==> src/rtl/pwm_audio_stereo_output_if.sv <==
// Sample/PWM bundle between the audio sample source and the stereo PWM DAC driver.
interface pwm_audio_stereo_output_if #(
    parameter int unsigned WIDTH = 8
);
    logic [WIDTH-1:0] left_top;
    logic [WIDTH-1:0] right_top;
    logic             left;
    logic             right;

    modport master (
        output left_top,
        output right_top,
        input  left,
        input  right
    );

    modport slave (
        input  left_top,
        input  right_top,
        output left,
        output right
    );
endinterface

==> src/rtl/pwm_audio_stereo_output.sv <==
// Two-channel PWM DAC driver. Both channels share one period counter of
// 2^WIDTH-1 clocks; samples are latched only at the period boundary so a
// mid-period sample change never produces a glitch on the output.
module pwm_audio_stereo_output #(
    parameter int unsigned WIDTH = 8
) (
    input  logic                      clk,
    input  logic                      aclr,
    pwm_audio_stereo_output_if.slave  bus
);
    // Last counter value; the counter skips all-ones so duty reaches 100%.
    localparam logic [WIDTH-1:0] MAX = {{(WIDTH-1){1'b1}}, 1'b0};

    logic [WIDTH-1:0] cnt;
    logic [WIDTH-1:0] lat_l;
    logic [WIDTH-1:0] lat_r;
    logic             left_q;
    logic             right_q;
    logic             at_max;

    assign at_max = (cnt == MAX);

    // Free-running period counter, wraps from MAX back to zero.
    always_ff @(posedge clk or posedge aclr) begin
        if (aclr) begin
            cnt <= '0;
        end else begin
            cnt <= at_max ? '0 : cnt + 1'b1;
        end
    end

    // Sample latches, loaded at the boundary so new duty starts at cnt==0.
    always_ff @(posedge clk or posedge aclr) begin
        if (aclr) begin
            lat_l <= '0;
            lat_r <= '0;
        end else if (at_max) begin
            lat_l <= bus.left_top;
            lat_r <= bus.right_top;
        end
    end

    // Registered comparators; outputs trail the counter by one clock.
    always_ff @(posedge clk or posedge aclr) begin
        if (aclr) begin
            left_q  <= 1'b0;
            right_q <= 1'b0;
        end else begin
            left_q  <= (cnt < lat_l);
            right_q <= (cnt < lat_r);
        end
    end

    assign bus.left  = left_q;
    assign bus.right = right_q;
endmodule

==> src/flat_wrapper.sv <==
// flat-port wrapper written by rule: the top's interface ports become plain ports
module pwm_audio_stereo_output_flat 
#(
    parameter int unsigned WIDTH = 8
)
  (clk, aclr, bus_left_top, bus_right_top, bus_left, bus_right);
  pwm_audio_stereo_output_if #(.WIDTH(WIDTH)) bus_i ();
  input  logic clk;
  input  logic aclr;
  input wire logic [$bits(bus_i.left_top)-1:0] bus_left_top;
  input wire logic [$bits(bus_i.right_top)-1:0] bus_right_top;
  output wire logic [$bits(bus_i.left)-1:0] bus_left;
  output wire logic [$bits(bus_i.right)-1:0] bus_right;
  assign bus_i.left_top = bus_left_top;
  assign bus_i.right_top = bus_right_top;
  assign bus_left = bus_i.left;
  assign bus_right = bus_i.right;
  pwm_audio_stereo_output #(.WIDTH(WIDTH)) u_core (.clk(clk), .aclr(aclr), .bus(bus_i));
endmodule
==> config.mk <==
export PLATFORM = sky130hd
export DESIGN_NAME = pwm_audio_stereo_output_flat
export DESIGN_NICKNAME = d
export VERILOG_FILES = /design/src/rtl/pwm_audio_stereo_output_if.sv /design/src/rtl/pwm_audio_stereo_output.sv /design/src/flat_wrapper.sv
export SDC_FILE = /design/constraint.sdc
export NUM_CORES = 1
export LEC_CHECK = 0
export ABC_CLOCK_PERIOD_IN_PS = 1800
export BUFFER_PORTS_ARGS = -buffer_cell sky130_fd_sc_hd__buf_2
export CORE_MARGIN = 8
export CORE_UTILIZATION = 40
export DETAILED_ROUTE_END_ITERATION = 6
export GPL_TIMING_DRIVEN = 0
export HOLD_SLACK_MARGIN = 0.08
export PLACE_DENSITY = 0.7
export SLEW_MARGIN = 20
export SYNTH_ARGS = -nofsm -noshare
export SYNTH_HDL_FRONTEND = slang
export SYNTH_SLANG_ARGS = --single-unit
==> constraint.sdc <==
create_clock -name clk -period 1.8 [get_ports clk]
set_clock_uncertainty 0.05 [all_clocks]
set_input_delay 0.09 -clock clk [delete_from_list [all_inputs] [get_ports clk]]
set_output_delay 0.09 -clock clk [all_outputs]
set_load 0.02 [all_outputs]
==> flow_summary.toml, run 1 <==
[run_status]
status = "completed"

[power]
ir_worst_vdd_v = 0.000241
cellPowerDensity_nw_per_um2 = 497
power_leakage_nw = 0.863

[detailed_routing]
drc = 0
vias_per_cell = 4.80
postRouteAntennaNets = 0
wl_mm = 2.66
drt_iter0_drc = 34
first_pass_iters = 6
vias = 1031
wl_per_cell_um = 12.4

[placement]
placed_area_um2 = 1600
dpl.hpwl_mm = 1.97
place_congestion = 0.770
dp.cells = 195
io_buffers = 19

[sta]
rsz0062_at_grt = "false"
finalCritPeriodShare_pct = 92.8
worst_pin_slew_ps = 932
tns_ps = 0
setup_viol = 0
period_needed_ps = 1670
fmax_mhz = 599
hold_violations = 0
slew_headroom_pct = 37.5
slew_violations = 0

[die]
die_x_um = 76.1
core_area_um2 = 3580
ios = 20
start_util_pct = 40.4
num_rows = 22
die-height_um = 76.1
die_area_um2 = 5800

[critical_path]
crit_path_max_incr_delay_ps = 460
ff2ff_path_depth = 6
worst-path-buf-inv = 2
cp.depth = 6
cp.arrival_ps = 1850
cp-start-kind = "register"
cp_top_family = "flip-flops"
crit_type = "reg2reg"
path_cells = "inv_1 > ha_1 > nand4_4 > nor2_4 > buf_6 > mux2_4"
cp_slowest_cell = "dfrtp_1"
cp.required_ps = 1980
critPathCaptureType = "register"
timing.critical_path.fanout_max = 10

[final_layout]
stdcell_count = 215
diodes = 0
final_net_count = 203
stdcell_area_um2 = 1790
syn2layout_area_growth_pct = 24.0
fill_cells = 340
drive_gt1_share_pct = 22.8

[synth]
netlist_instances = 128
yosysSeqAreaShare_pct = 45.0
ys_seq_elements = 26
synth_fp_nets = 162
ys_warn_count = 0
ys_types = 21
netlist_area_um2 = 1450
syn-mean-instance-area_um2 = 11.3

[run]
maxCapViolCount = 0

[grt]
track_usage_pct = 10.0
grt_pass1_wl_mm = 4.84
grt_overflow_total = 0
grt_pass1_vias = 1183
grt_start_max_net_pins = 27
antenna_found_initial = 0

[clock_network]
clk_path_buf_depth = 2
numCtsBuffers = 3
clock_latency_ps = 330
htree_num_levels = 1
cts.sink_count = 26
cts_root_buffer = "clkbuf_4"
cts_tree = "built"
clk_pin_slew_ps = 130

[min_path]
hold_class = "in2async"
[layout by cell type, fill, tap and decap left out, drive strengths merged]
cell         synthesis  layout
dfrtp               26      26
buf                  2      21
inv                 18      17
dlygate4sd3          0      17
mux2                17      17
ha                  16      16
a21oi               11      11
nor2                 8       8
nand3                7       7
nand2                7       7
o21ai                4       4
o211ai               3       3
clkbuf               0       3
or3                  2       2
nor2b                2       2
nand4                2       2
o21ba                1       1
xor2                 1       1
xnor2                1       1
clkinv               0       1
[area by class of cell]
type | instances | area, um^2 | share of cell area (%)
Multi-Input combinational cell | 82 | 706 | 39.3
Tap cell | 48 | 60.1 | 3.35
Inverter | 18 | 67.6 | 3.77
Timing Repair Buffer | 36 | 265 | 14.8
Buffer | 2 | 22.5 | 1.26
Sequential cell | 26 | 651 | 36.3
Clock buffer | 3 | 22.5 | 1.26
[cell usage after synthesis]
master	count	area share, %
o211ai_1	3	1.6
ha_1	16	14
mux2_2	1	0.78
a21oi_1	11	3.8
inv_1	18	4.7
mux2_4	10	10
nand3_1	7	2.4
nand4_1	1	0.43
xnor2_1	1	0.61
o21ba_2	1	0.69
mux2_1	6	4.7
or3_1	2	0.86
o21ai_0	4	1.4
buf_6	2	1.6
xor2_1	1	0.61
nor2b_1	2	0.86
nand4_4	1	1.5
nand2_1	7	1.8
nor2_4	1	0.78
dfrtp_1	26	45
nor2_1	7	1.8
[per-stage QoR]
| step | setup slack (ps) | utilization (%) | hold WS (ps) | total power [mW] |
|---|---|---|---|---|
| global route | 41.0 | 50.1 | 405 | 0.930 |
| floorplan | 281 | - | 80.0 | 0.604 |
| CTS | 118 | 50.1 | 437 | 0.905 |
| detailed placement | 152 | 44.8 | 262 | 0.625 |
| global placement | 188 | 44.8 | 257 | 0.624 |
| finish | 130 | 50.1 | 349 | 0.892 |
[registers in the layout, indices dropped and copies added (netlist names)]
register	cells
u_core.bus.right	1
u_core.lat_r	8
u_core.cnt	8
u_core.bus.left	1
u_core.lat_l	8
[cells by family after synthesis]
logic type	count (synthesis)	synth area share, %
adder cells (fa/ha/maj)	16	13.8
flip-flops	26	45.0
XOR/XNOR	2	1.21
buffers and inverters	20	6.23
multiplexers	17	15.8
AO/OA/AOI/OAI	19	7.44
AND/OR/NAND/NOR	28	10.5
[path summary, 6_finish.rpt]
check / start / end / slack (ps)
max in group asynchronous: aclr / u_core.cnt[2]$_DFF_PP0_ / 930
min in group clk: u_core.lat_r[0]$_DFFE_PP0N_ / u_core.lat_r[0]$_DFFE_PP0N_ / 440
max: u_core.cnt[0]$_DFF_PP0_ / u_core.lat_l[2]$_DFFE_PP0N_ / 130
max reg2reg: u_core.cnt[0]$_DFF_PP0_ / u_core.lat_l[2]$_DFFE_PP0N_ / 130
min: aclr / u_core.lat_l[1]$_DFFE_PP0N_ / 350
min reg2reg: u_core.lat_r[0]$_DFFE_PP0N_ / u_core.lat_r[0]$_DFFE_PP0N_ / 440
[power by group]
part	internal, mW	switching, mW
registers	0.584	0
clock network	0.0788	0.171
logic	0.0374	0.0202
[worst reg2reg max path: cells and delay by family (launching register included)]
family	cells	cell delay (ps)
adder cells (fa/ha/maj)	1	190
AND/OR/NAND/NOR	2	290
multiplexers	1	320
buffers and inverters	2	270
flip-flops	1	460
[per-layer routing]
layer  GRT usage (%)  wire [um]  vias to the layer above
met5               0          0                        -
met4            6.92         66                        0
met2            17.2       1320                       25
met3            1.89         99                        6
met1            10.8       1170                      489
li1                -          -                      511
[repair_timing]
item	4_1_cts	5_1_grt
resized for setup	0	0
hold endpoints to repair	42	0
setup buffers	0	0
hold buffers	17	0
Power figures use the tool's default switching activity.
==> inputs of run 2 (changes only) <==
- CORE_UTILIZATION: 40 -> 56
- PLACE_DENSITY: 0.7 -> 0.89
==> run 2 against run 1 <==
  * Cell count decreased by 7.9%
  * Clock-buffer cell count unchanged
  * Sequential power about the same
  * Routed wire length increased by 13%
  * Largest power group unchanged
==> flow_summary.toml, run 2 (synthesis results as in run 1) <==
[min_path]
hold_class = "reg2reg"

[critical_path]
cp-start-kind = "register"
crit_path_max_incr_delay_ps = 460
crit_type = "reg2reg"
cp.arrival_ps = 1850
timing.critical_path.fanout_max = 10
cp_slowest_cell = "dfrtp_1"
critPathCaptureType = "register"
cp.required_ps = 1970
worst-path-buf-inv = 2
path_cells = "inv_1 > ha_1 > nand4_4 > nor2_4 > buf_6 > mux2_4"
cp_top_family = "flip-flops"

[sta]
setup_ws_ps = 121
tns_ps = 0
rsz0062_at_grt = "false"
fmax_mhz = 596
hold_ws_ps = 443
slew_violations = 0
setup_viol = 0
slew_headroom_pct = 34.9
period_needed_ps = 1680
finalCritPeriodShare_pct = 93.3
worst_pin_slew_ps = 975
hold_violations = 0

[die]
die-height_um = 66.8
start_util_pct = 58.9
num_rows = 18
core_area_um2 = 2450
die_x_um = 66.8
ios = 20
die_area_um2 = 4460

[grt]
grt_overflow_total = 0
grt_pass1_vias = 1192
grt_pass1_wl_mm = 5.39
track_usage_pct = 15.6
antenna_found_initial = 0
grt_start_max_net_pins = 27

[run]
maxCapViolCount = 0

[clock_network]
numCtsBuffers = 3
htree_num_levels = 1
clk_pin_slew_ps = 130
cts_resized = 0
clk_path_buf_depth = 2
cts.sink_count = 26
clock_latency_ps = 340
hold_buffers = 17
cts_root_buffer = "clkbuf_4"
cts_setup_buffers = 0
cts_tree = "built"

[detailed_routing]
vias_per_cell = 5.41
postRouteAntennaNets = 0
wl_per_cell_um = 15.2
drc = 0
drt_iter0_drc = 26
first_pass_iters = 4
wl_mm = 3.01
vias = 1071

[placement]
post-place-ws_ps = 130
dpl.hpwl_mm = 2.10
place_congestion = 0.780
io_buffers = 19

[power]
ir_worst_vdd_v = 0.000581
power_leakage_nw = 0.881
cellPowerDensity_nw_per_um2 = 582

[run_status]
status = "completed"

[final_layout]
drive_gt1_share_pct = 23.2
mostFrequentLayoutCells = "dfrtp_1, buf_2, inv_1"
syn2layout_area_growth_pct = 24.6
layout.cells.most_common = "dfrtp_1"
final_net_count = 203
reg.largest.list = "u_core.cnt x8, u_core.lat_l x8, u_core.lat_r x8"
diodes = 0
==> run 2: changes by cell type in the layout (fill, tap and decap cells not counted) <==
cell and change:
bufinv_16 +1, clkinv_1 -1, inv_1 +1
==> run 2: worst paths after layout <==
check	from	end	slack, ps	cells past startpoint
worst max register to register	u_core.cnt[0]$_DFF_PP0_	u_core.lat_l[1]$_DFFE_PP0N_	120	6
worst min register to register	u_core.lat_r[0]$_DFFE_PP0N_	u_core.lat_r[0]$_DFFE_PP0N_	440	1
worst max-delay path	u_core.cnt[0]$_DFF_PP0_	u_core.lat_l[1]$_DFFE_PP0N_	120	6
max in group asynchronous	aclr	u_core.lat_r[4]$_DFFE_PP0N_	640	3
min in group asynchronous	aclr	u_core.cnt[4]$_DFF_PP0_	450	3
worst min-delay path	u_core.lat_r[0]$_DFFE_PP0N_	u_core.lat_r[0]$_DFFE_PP0N_	440	1
==> run 2: per-layer routing <==
layer  vias up  part of all wire [%]  track usage, %  routed length [um]
met4         0                  0.93            4.00                  28
met5         -                     0               0                   0
met2        28                    52            28.0                1560
met1       524                    41            17.1                1230
li1        515                     -               -                   -
met3         4                   6.3            5.20                 191
==> run 2: stage by stage <==
step / instance area (um^2) / cells / power [mW] / util, %
after floorplan: 1450 / 128 / 0.604 / -
after global placement: 1580 / 177 / 0.624 / 64.3
after detailed placement: 1580 / 177 / 0.625 / 64.3
after CTS: 1800 / 198 / 1.06 / 73.4
after global routing: 1800 / 198 / 1.09 / 73.4
final: 1800 / 198 / 1.05 / 73.4
==> run 2: final cells by class <==
type	instances	area [um^2]
timing repair buffer	36	265
multi-input combinational	82	706
sequential	26	651
tap	30	37.5
fill	175	653
buffer	2	22.5
clock buffer	3	22.5
clock inverter	1	30.0
inverter	18	67.6
==> run 2: where the power goes <==
| group | switching [mW] | total [mW] | internal (mW) |
|---|---|---|---|
| Clock | 0.181 | 0.406 | 0.225 |
| Combinational | 0.0210 | 0.0584 | 0.0374 |
| Sequential | 0 | 0.584 | 0.584 |
==> inputs of run 3 (changes only) <==
- CORE_ASPECT_RATIO: not set -> 0.9
==> run 3 against run 2 <==
  * Clock-buffer cell count unchanged
  * Hold slack got worse by 110 ps
  * Non-clock buffer count unchanged
  * Die area about the same
  * Flip-flop and latch count unchanged
  * Cell count decreased by 1.5%
  * Total power decreased by 15%
  * Sequential share of layout area increased by 0.66 points
  * Clock power decreased by 39%
  * Design area decreased by 1.8%
  * Critical path type unchanged
  * Critical endpoint unchanged
  * Largest cell class unchanged
  * Largest power group unchanged
==> flow_summary.toml, run 3 (synthesis results as in run 1) <==
[run_status]
status = "completed"

[die]
start_util_pct = 59.1
die_area_um2 = 4470
die_x_um = 69.6
num_rows = 17
core_area_um2 = 2450
ios = 20
die-height_um = 64.2

[grt]
antenna_found_initial = 0
track_usage_pct = 13.6
grt_start_max_net_pins = 27
grt_overflow_total = 0
grt_pass1_wl_mm = 5.15
grt_pass1_vias = 1223

[sta]
slew_violations = 0
hold_ws_ps = 337
finalCritPeriodShare_pct = 92.1
rsz0062_at_grt = "false"
worst_pin_slew_ps = 929
slew_headroom_pct = 37.7
setup_viol = 0
period_needed_ps = 1660
fmax_mhz = 603
tns_ps = 0
hold_violations = 0

[final_layout]
layout.cells.most_common = "dfrtp_1"
mostFrequentLayoutCells = "dfrtp_1, buf_2, inv_1, dlygate4sd3_1, ha_1"
final_net_count = 203
drive_gt1_share_pct = 22.8
diodes = 0
syn2layout_area_growth_pct = 22.3
reg.largest.list = "u_core.cnt x8, u_core.lat_l x8, u_core.lat_r x8"
stdcell_area_um2 = 1770
stdcell_count = 195

[critical_path]
ff2ff_path_depth = 6
critPathCaptureType = "register"
timing.rr.start = "u_core.cnt[0]$_DFF_PP0_"
r2r-end = "u_core.lat_l[1]$_DFFE_PP0N_"
reg2reg_slack_ps = 140
cp-start-kind = "register"
path_cells = "inv_1 > ha_1 > nand4_4 > nor2_4 > buf_6 > mux2_4"
cp_slowest_cell = "dfrtp_1"
crit_type = "reg2reg"
timing.critical_path.fanout_max = 10
cp.arrival_ps = 1830
cp.required_ps = 1970
crit_path_max_incr_delay_ps = 460

[detailed_routing]
vias_per_cell = 5.66
vias = 1103
postRouteAntennaNets = 0
drt_iter0_drc = 52
first_pass_iters = 4
drc = 0
wl_per_cell_um = 14.8
wl_mm = 2.89

[placement]
placed_area_um2 = 1580
dp.cells = 175
dpl.hpwl_mm = 2.03
place_congestion = 0.825
io_buffers = 19

[power]
power_leakage_nw = 0.863
clkPwrFrac_pct = 27.9
seqPwrFrac_pct = 65.6
p_int_mw = 0.700
p_sw_mw = 0.191
power_frac_comb_pct = 6.5
ir_worst_vdd_v = 0.000477
cellPowerDensity_nw_per_um2 = 503
sw_frac_of_total_pct = 21.4

[clock_network]
clk_pin_slew_ps = 140
cts_resized = 0
cts.sink_count = 26
clk_path_buf_depth = 2
htree_num_levels = 1
cts_root_buffer = "clkbuf_4"
numCtsBuffers = 3
clock_latency_ps = 320
cts_tree = "built"

[run]
maxCapViolCount = 0

[min_path]
hold_class = "in2async"
==> run 3: timing repair <==
action | in CTS | in global routing
setup buffers | 0 | 0
hold endpoints to repair | 42 | 0
setup endpoints to repair | 0 | 0
hold buffers | 17 | 0
==> run 3: how the worst max path moves through the flow <==
stage / end / from / slack [ps] / depth (start not counted)
6_report: u_core.lat_l[1]$_DFFE_PP0N_ / u_core.cnt[0]$_DFF_PP0_ / 140 / 6
3_5_place_dp: u_core.lat_r[7]$_DFFE_PP0N_ / u_core.cnt[0]$_DFF_PP0_ / 180 / 6
5_1_grt: u_core.lat_r[1]$_DFFE_PP0N_ / u_core.cnt[0]$_DFF_PP0_ / 50 / 6
2_1_floorplan: u_core.lat_l[0]$_DFFE_PP0N_ / u_core.cnt[0]$_DFF_PP0_ / 280 / 6
3_3_place_gp: u_core.lat_l[0]$_DFFE_PP0N_ / u_core.cnt[0]$_DFF_PP0_ / 190 / 6
4_1_cts: u_core.lat_r[7]$_DFFE_PP0N_ / u_core.cnt[0]$_DFF_PP0_ / 140 / 6
==> run 3: metal layers <==
layer	track usage, %	vias to the layer above	routed length, um
met3	3.40	11	148
met4	6.14	0	74
met5	0	-	0
met1	15.1	543	1220
li1	-	513	-
met2	24.2	36	1450
==> run 3: metrics by stage <==
stage / setup slack [ps] / utilization [%] / power, mW
2_1_floorplan: 281 / - / 0.604
3_3_place_gp: 193 / 64.5 / 0.624
3_5_place_dp: 179 / 64.5 / 0.625
4_1_cts: 141 / 72.3 / 0.892
5_1_grt: 47.1 / 72.3 / 0.919
6_report: 142 / 72.3 / 0.891
==> run 3: final cells by class <==
class	count	area [um^2]
multi-input cells	82	706
fillers	190	677
flip-flops and latches	26	651
repair buffers	36	265
inverters	18	67.6
well taps	28	35.0
clock buffers	3	22.5
plain buffers	2	22.5
==> run 3: power by group through the flow <==
stage | combinational [mW] | clock (mW) | sequential (mW)
finish | 0.0580 | 0.249 | 0.584
floorplan | 0.00932 | 0 | 0.595
detailed placement | 0.0301 | 0 | 0.595
CTS | 0.0580 | 0.250 | 0.584
global placement | 0.0284 | 0 | 0.595
global route | 0.0649 | 0.269 | 0.584
==> run 3: critical path, delay by kind of cell, from the launching register on <==
| family | cells | cell delay, ps |
|---|---|---|
| AND/OR/NAND/NOR | 2 | 270 |
| flip-flops | 1 | 460 |
| multiplexers | 1 | 310 |
| adder cells (fa/ha/maj) | 1 | 190 |
| buffers and inverters | 2 | 270 |
